$ cat src/rtl/pipe_mux_pkg.sv
// pipe_mux_pkg: shared state encoding and default sizes for pipe_mux
package pipe_mux_pkg;

    typedef enum logic [1:0] {
        EMPTY = 2'd0,
        ONE   = 2'd1,
        TWO   = 2'd2
    } state_t;

    localparam int DEF_WIDTH = 32;
    localparam int DEF_N     = 4;

endpackage

$ cat src/rtl/skid_buf.sv
// skid_buf: two-entry skid buffer (main + skid register) with registered ready/valid
// Ports:
//   clk, rst_n           clock, asynchronous active-low reset
//   flush                synchronous discard of all entries and of any same-cycle push
//   in_valid, in_entry   upstream offer; in_ready is a registered accept indication
//   accept               a push really happens at this edge
//   out_valid, out_entry main register contents; out_ready is the downstream accept
module skid_buf
    import pipe_mux_pkg::*;
#(
    parameter int DW = 33
) (
    input  logic          clk,
    input  logic          rst_n,
    input  logic          flush,
    input  logic          in_valid,
    input  logic [DW-1:0] in_entry,
    output logic          in_ready,
    output logic          accept,
    output logic          out_valid,
    output logic [DW-1:0] out_entry,
    input  logic          out_ready
);

    state_t        state, next;
    logic          deq, load_main, load_skid, pop_skid;
    logic [DW-1:0] skid_q;

    assign deq    = out_valid && out_ready;
    assign accept = in_valid && in_ready && !flush;

    always_comb begin
        next      = state;
        load_main = 1'b0;
        load_skid = 1'b0;
        pop_skid  = 1'b0;
        case (state)
            EMPTY: begin
                next      = accept ? ONE : EMPTY;
                load_main = accept;
            end
            ONE: begin
                // simultaneous push and pop replaces main in place
                next      = (accept && !deq) ? TWO : (!accept && deq) ? EMPTY : ONE;
                load_main = accept && deq;
                load_skid = accept && !deq;
            end
            TWO: begin
                next     = deq ? ONE : TWO;
                pop_skid = deq;
            end
            default: next = EMPTY;
        endcase
        if (flush) begin
            next     = EMPTY;
            pop_skid = 1'b0;
        end
    end

    // in_ready/out_valid are flops loaded from the next state so neither
    // depends combinationally on out_ready
    always_ff @(posedge clk or negedge rst_n) begin
        if (!rst_n) begin
            state     <= EMPTY;
            in_ready  <= 1'b1;
            out_valid <= 1'b0;
            out_entry <= '0;
            skid_q    <= '0;
        end else begin
            state     <= next;
            in_ready  <= (next != TWO);
            out_valid <= (next != EMPTY);
            if (load_main)
                out_entry <= in_entry;
            else if (pop_skid)
                out_entry <= skid_q;
            if (load_skid)
                skid_q <= in_entry;
        end
    end

endmodule

$ cat src/rtl/pipe_mux.sv
// pipe_mux: N-way channel select feeding a two-entry skid buffer
// Ports:
//   clk, rst_n           clock, asynchronous active-low reset
//   in_data, sel         packed channels and channel index, captured on acceptance
//   in_valid, in_ready   input handshake (in_ready registered)
//   flush                synchronous discard of everything buffered
//   out_data, out_valid  registered selected data and its valid flag
//   out_ready            downstream accept
//   sel_err              one-cycle pulse after accepting an out-of-range sel
module pipe_mux
    import pipe_mux_pkg::*;
#(
    parameter int WIDTH = DEF_WIDTH,
    parameter int N     = DEF_N,
    parameter int SELW  = $clog2(N)
) (
    input  logic               clk,
    input  logic               rst_n,
    input  logic [N*WIDTH-1:0] in_data,
    input  logic [SELW-1:0]    sel,
    input  logic               in_valid,
    output logic               in_ready,
    input  logic               flush,
    output logic [WIDTH-1:0]   out_data,
    output logic               out_valid,
    input  logic               out_ready,
    output logic               sel_err
);

    logic [WIDTH:0] entry, out_entry;
    logic           accept;

    // entry = {err, data}; out-of-range index yields err=1 with zero data
    function automatic logic [WIDTH:0] pick(input logic [N*WIDTH-1:0] d, input logic [SELW-1:0] s);
        pick = {1'b1, {WIDTH{1'b0}}};
        for (int k = 0; k < N; k++)
            if (int'(s) == k)
                pick = {1'b0, d[k*WIDTH +: WIDTH]};
    endfunction

    assign entry = pick(in_data, sel);

    skid_buf #(.DW(WIDTH + 1)) u_buf (
        .clk       (clk),
        .rst_n     (rst_n),
        .flush     (flush),
        .in_valid  (in_valid),
        .in_entry  (entry),
        .in_ready  (in_ready),
        .accept    (accept),
        .out_valid (out_valid),
        .out_entry (out_entry),
        .out_ready (out_ready)
    );

    // error entries always present zero data, whatever the stored payload
    assign out_data = out_entry[WIDTH] ? '0 : out_entry[WIDTH-1:0];

    always_ff @(posedge clk or negedge rst_n) begin
        if (!rst_n)
            sel_err <= 1'b0;
        else
            sel_err <= accept && entry[WIDTH];
    end

endmodule

$ cat config.mk
export PLATFORM = sky130hd
export DESIGN_NAME = pipe_mux
export DESIGN_NICKNAME = d
export VERILOG_FILES = /design/src/rtl/pipe_mux_pkg.sv /design/src/rtl/skid_buf.sv /design/src/rtl/pipe_mux.sv
export SDC_FILE = /design/constraint.sdc
export NUM_CORES = 1
export LEC_CHECK = 0
export CORE_ASPECT_RATIO = 0.5
export CORE_MARGIN = 3
export CORE_UTILIZATION = 44
export CTS_CLUSTER_SIZE = 25
export DETAILED_ROUTE_END_ITERATION = 12
export HOLD_SLACK_MARGIN = 0.05
export PLACE_DENSITY = 0.9
export SYNTH_ARGS = -nofsm -noshare
export SYNTH_HDL_FRONTEND = slang
export SYNTH_SLANG_ARGS = --single-unit
$ cat constraint.sdc
create_clock -name clk -period 2.4 [get_ports clk]
set_input_delay 0.6 -clock clk [delete_from_list [all_inputs] [get_ports clk]]
set_output_delay 0.6 -clock clk [all_outputs]
set_load 0.02 [all_outputs]
# Yosys cells after proc, flatten, opt, wreduce, memory -nomap -nowiden
# Index checks and enable logic that the tools add are counted.
[word_totals]
regBits = 71
in_bits = 135
output_inout_bits = 35
elab_cells = 43
[op_classes]
eq_ne = 6
muxes = 17
reduce_logical = 14
[ops]
columns = ["cell", "n"]
rows = [
  ["33-bit 2-to-1 mux", 6],
  ["32-bit 2-to-1 mux", 1],
  ["1-bit logical AND", 7],
  ["2-bit equality test (second input constant)", 3],
  ["2-bit 2-to-1 mux", 3],
  ["2-bit one-hot mux with 3 select lines", 1],
  ["1-bit 2-to-1 mux", 5],
  ["2-bit by 1-bit equality test with 1-bit output (second input constant)", 2],
  ["2-bit zero test", 2],
  ["2-bit nonzero test", 2],
  ["1-bit zero test", 3],
  ["2-bit inequality test (second input constant)", 1],
  ["1-bit one-hot mux with 2 select lines", 1],
]

# Longest topological paths before layout
# Gate-level depths: netlist of run 1.
[logic_depth]
word_depth = 9
depth_mapped = 8
depth_no_buf = 6

# By module
# Synthesis of run 1 repeated with hierarchy kept, for this count alone.
[unflattened]
hier_cells = 364
area_unflattened_um2 = 4286.6
[by_module_without_submodules]
columns = ["module", "instances", "cells_per_inst", "area_per_inst_um2", "seq_area_each_um2"]
rows = [
  ["skid_buf", 1, 288, 3231.8, 1752.9],
  ["pipe_mux", 1, 76, 1054.8, 25.0],
]

# Least setup slack after synthesis of run 1
# No wires, ideal clock.
[synth_path]
path_type = "input to register"
start = "input flush"
end = "register u_buf.skid_q[10]"
setup_time_ns = 0.125
arrival_time_ns = 1.936
required_ns = 2.275
path_slack_ns = 0.340
path_stages = 7
path_buffers = 2
cell_sequence = "clkbuf_1 nand3b_1 inv_1 ha_1 nand3b_1 buf_2 mux2_2"
[synth_via]
elab_chain_cells = 4
[synth_lines]
columns = ["element", "line_no", "rtl"]
rows = [
  ["start, declared", "pipe_mux.sv:23", "input logic flush,"],
  ["1-bit zero test", "skid_buf.sv:30", "assign accept = in_valid && in_ready && !flush;"],
  ["1-bit logical AND", "skid_buf.sv:30", ""],
  ["1-bit logical AND", "skid_buf.sv:46", "load_skid = accept && !deq;"],
  ["1-bit 2-to-1 mux", "skid_buf.sv:37", "case (state)"],
  ["end signal, assigned", "skid_buf.sv:78", "skid_q <= in_entry;"],
  ["end, declared", "skid_buf.sv:27", "logic [DW-1:0] skid_q;"],
]
# No other way between the ends.
# A chain may end at the register's enable or synchronous reset.

# Worst setup path in the final report of run 1
[layout_path]
start = "register u_buf.out_entry[32]"
end = "output out_data[20]"
[layout_via]
elab_chain_cells = 1
[layout_lines]
columns = ["element", "line_no", "rtl"]
rows = [
  ["start, declared", "skid_buf.sv:21", "output logic [DW-1:0] out_entry,"],
  ["start signal, assigned", "skid_buf.sv:74", "out_entry <= in_entry;"],
  ["start signal, assigned", "skid_buf.sv:76", "out_entry <= skid_q;"],
  ["32-bit 2-to-1 mux", "pipe_mux.sv:57", "assign out_data = out_entry[WIDTH] ? '0 : out_entry[WIDTH-1:0];"],
  ["end, declared", "pipe_mux.sv:24", "output logic [WIDTH-1:0] out_data,"],
]
# No other way between the ends.

==> run metrics, run 1 <==
run status completed; routability cong. 0.782; MaxCap Viol Count 0; number of DRC violations after detailed-routing iteration 0 261; unrepaired setup endpoints after global routing no; Total GRT Usage 0.232; Net Sw Frac 0.287; Syn Inst Count 362; CTS H-tree depth 3; ANT nets after route 0; port buffer count 169; post-cts gate resize count 0; worst path arrival time 1.74 ns; Yosys Warn Count 0; postcts setup bufs 0; Worst Max-Slew Pin Slew 0.592 ns; layout cells sized above 1 0.197; drt first pass iters 5; Reg-to-Reg Start u_buf.in_ready; Die X 145 um; Crit path max-delay family buffers and inverters; CTS sink cnt 71; Psw 1260 uW; CP bufs+invs 2; Layout Cells excl Fill 657; max_slew headroom 0.606; ANT cells 0; CP Capture Type primary output; remaining routing DRC violations 0; Seq pwr share 0.390; final WL 12,700 um; Pint 3130 uW; fin crit share 0.976; grt total ovfl 0; later-pin clock latency in the skew report 0.33 ns; syn nets 499; maximum VDD drop 0.402 mV; CP Launch Point u_buf.out_entry[32]; Crit Path Class reg -> out; Synth Area per Inst 11.7 sq um; commonest non-fill, non-tap cell in the layout clkdlybuf4s50_1; Final Slew Violations 0; placed cell count 641; die height 75.5 um; combinational share of power 0.304; WL/cell 19.4 um; Reg clk slew, reported paths 0.06 ns; DP HPWL 9110 um; Critical Path Start Type flop; CP max stage cell clkdlybuf4s50_1; CTS Root Cell clkbuf_16; fin nets 659; P&R area growth vs syn 49.5%; total power 4390 uW; Yosys reg bits 71; Top-Level Pins 170; Hold-fix buffers, CTS 0; Worst Path Max Fanout 19; CTS tree yes; skew final 0.00716 ns; Max clock buf depth 2; largest net degree at the start of global routing 39; CP required 1.80 ns; min Tclk post-route 2.34 ns; leading cell types in the layout, fill and taps excluded 167 x clkdlybuf4s50_1, 70 x dfrtp_1, 33 x nor2b_1, 33 x nand3_1, 33 x o21ai_0; final hold violations 0; core area 0.00904 sq mm; Fmax 427 MHz; Synth cell types 30; Post-Syn Area 0.00425 sq mm; Seq/Total Area, Yosys 0.418; pwr/cell area 690 mW/mm^2; Cell Rows 24; CTS Buf Count 9; antenna violations before repair 0; vias in the first global route 4,016; Finish-stage setup viols 0; largest area contributor in the netlist dfrtp_1; Starting Density 0.471; Die Area 0.0110 sq mm; Vias 3,861; CP cell instances buf_4, nor2b_1, clkdlybuf4s50_1; Hold WC Path Type in -> async; global-route wire length before repair 20,100 um; Clock power frac 0.306; share of the synthesized area in the top cell type 0.412; max incr delay on CP 0.65 ns; DR vias/cell 5.88; leakage power 0.00241 uW; final setup TNS 0 ns; Synth area leaders dfrtp_1 41%, mux4_2 16%, mux2_2 8.5%
==> power by group through the flow <==
stage | registers [uW] | logic [uW] | clock network (uW)
final | 1710 | 1330 | 1340
after global routing | 1740 | 1420 | 1430
after CTS | 1700 | 1340 | 1360
after detailed placement | 1710 | 1330 | 0
after global placement | 1690 | 1290 | 0
after floorplan | 1650 | 753 | 0
==> registers in the layout (all words and copies together), names as in the netlist <==
name,cells
u_buf.skid_q,33
u_buf.out_entry,33
u_buf.out_valid,1
sel_err,1
u_buf.state,2
u_buf.in_ready,1
==> area by class of cell <==
class	count	area, sq um
clock buffer	9	225
clock inverter	7	80.1
fill	623	2680
inverter	3	11.3
multi-input combinational	247	2220
sequential	71	1780
tap	130	163
timing repair buffer	190	1880
==> metal layers <==
metal	track usage	part of all wire	up-vias
li1	-	-	1733
met1	0.279	0.39	1908
met2	0.416	0.52	192
met3	0.0564	0.070	28
met4	0.0958	0.021	0
met5	0	0	-
==> metrics by stage <==
step / hold WS [ns] / utilization / worst slack, ns / cell area (sq um)
after floorplan: 0.304 / - / 0.340 / 4250
after global placement: 0.476 / 0.670 / 0.0701 / 6050
after detailed placement: 0.479 / 0.670 / 0.0144 / 6050
after CTS: 0.225 / 0.703 / 0.0423 / 6360
after global routing: 0.244 / 0.703 / 0.0260 / 6360
final: 0.218 / 0.703 / 0.0583 / 6360
==> worst paths after layout <==
kind | end | slack (ns) | cells after the start
max | out_data[20] | 0.06 | 3
min | u_buf.out_entry[27] | 0.22 | 1
max reg2reg | u_buf.out_valid | 0.64 | 6
max in group asynchronous | u_buf.skid_q[28] | 1.55 | 2
min in group clk | u_buf.skid_q[1] | 0.51 | 1
min reg2reg | u_buf.skid_q[1] | 0.51 | 1
==> cell families (layout without fill, tap and decap cells) <==
kind of cell | count (synthesis) | in the layout | synth area share
buf+inv | 44 | 209 | 0.0609
fa+ha+maj | 2 | 2 | 0.00588
flops | 71 | 71 | 0.418
other cells | 1 | 1 | 0.000882
mux | 64 | 64 | 0.256
compound gates | 102 | 102 | 0.151
simple gates | 78 | 78 | 0.107
==> synthesized netlist by cell type <==
cell type,number
a211oi_1,32
nand3_1,33
conb_1,1
mux4_2,30
nand4b_1,1
o21ai_0,33
or3b_1,1
o311a_1,1
buf_12,3
buf_6,4
a21oi_1,1
mux2_2,32
dfrtp_1,70
inv_1,3
buf_2,12
nor2_1,2
nand4bb_1,1
nand3b_1,2
and2_1,1
mux4_1,2
dfstp_2,1
nand2_1,2
ha_1,2
a31oi_1,32
clkbuf_1,22
nor2b_1,33
and4b_1,1
or3b_2,1
a21boi_0,2
a21o_1,1
Power figures use the tool's default switching activity.
==> run 2: changes to the inputs <==
--- a/config.mk
+++ b/config.mk
@@ -8,7 +8,6 @@
 export CORE_ASPECT_RATIO = 0.5
 export CORE_MARGIN = 3
 export CORE_UTILIZATION = 44
-export CTS_CLUSTER_SIZE = 25
 export DETAILED_ROUTE_END_ITERATION = 12
 export HOLD_SLACK_MARGIN = 0.05
 export PLACE_DENSITY = 0.9
==> results of run 2 <==
Final layout, timing and power as in run 1 (identical DEF).
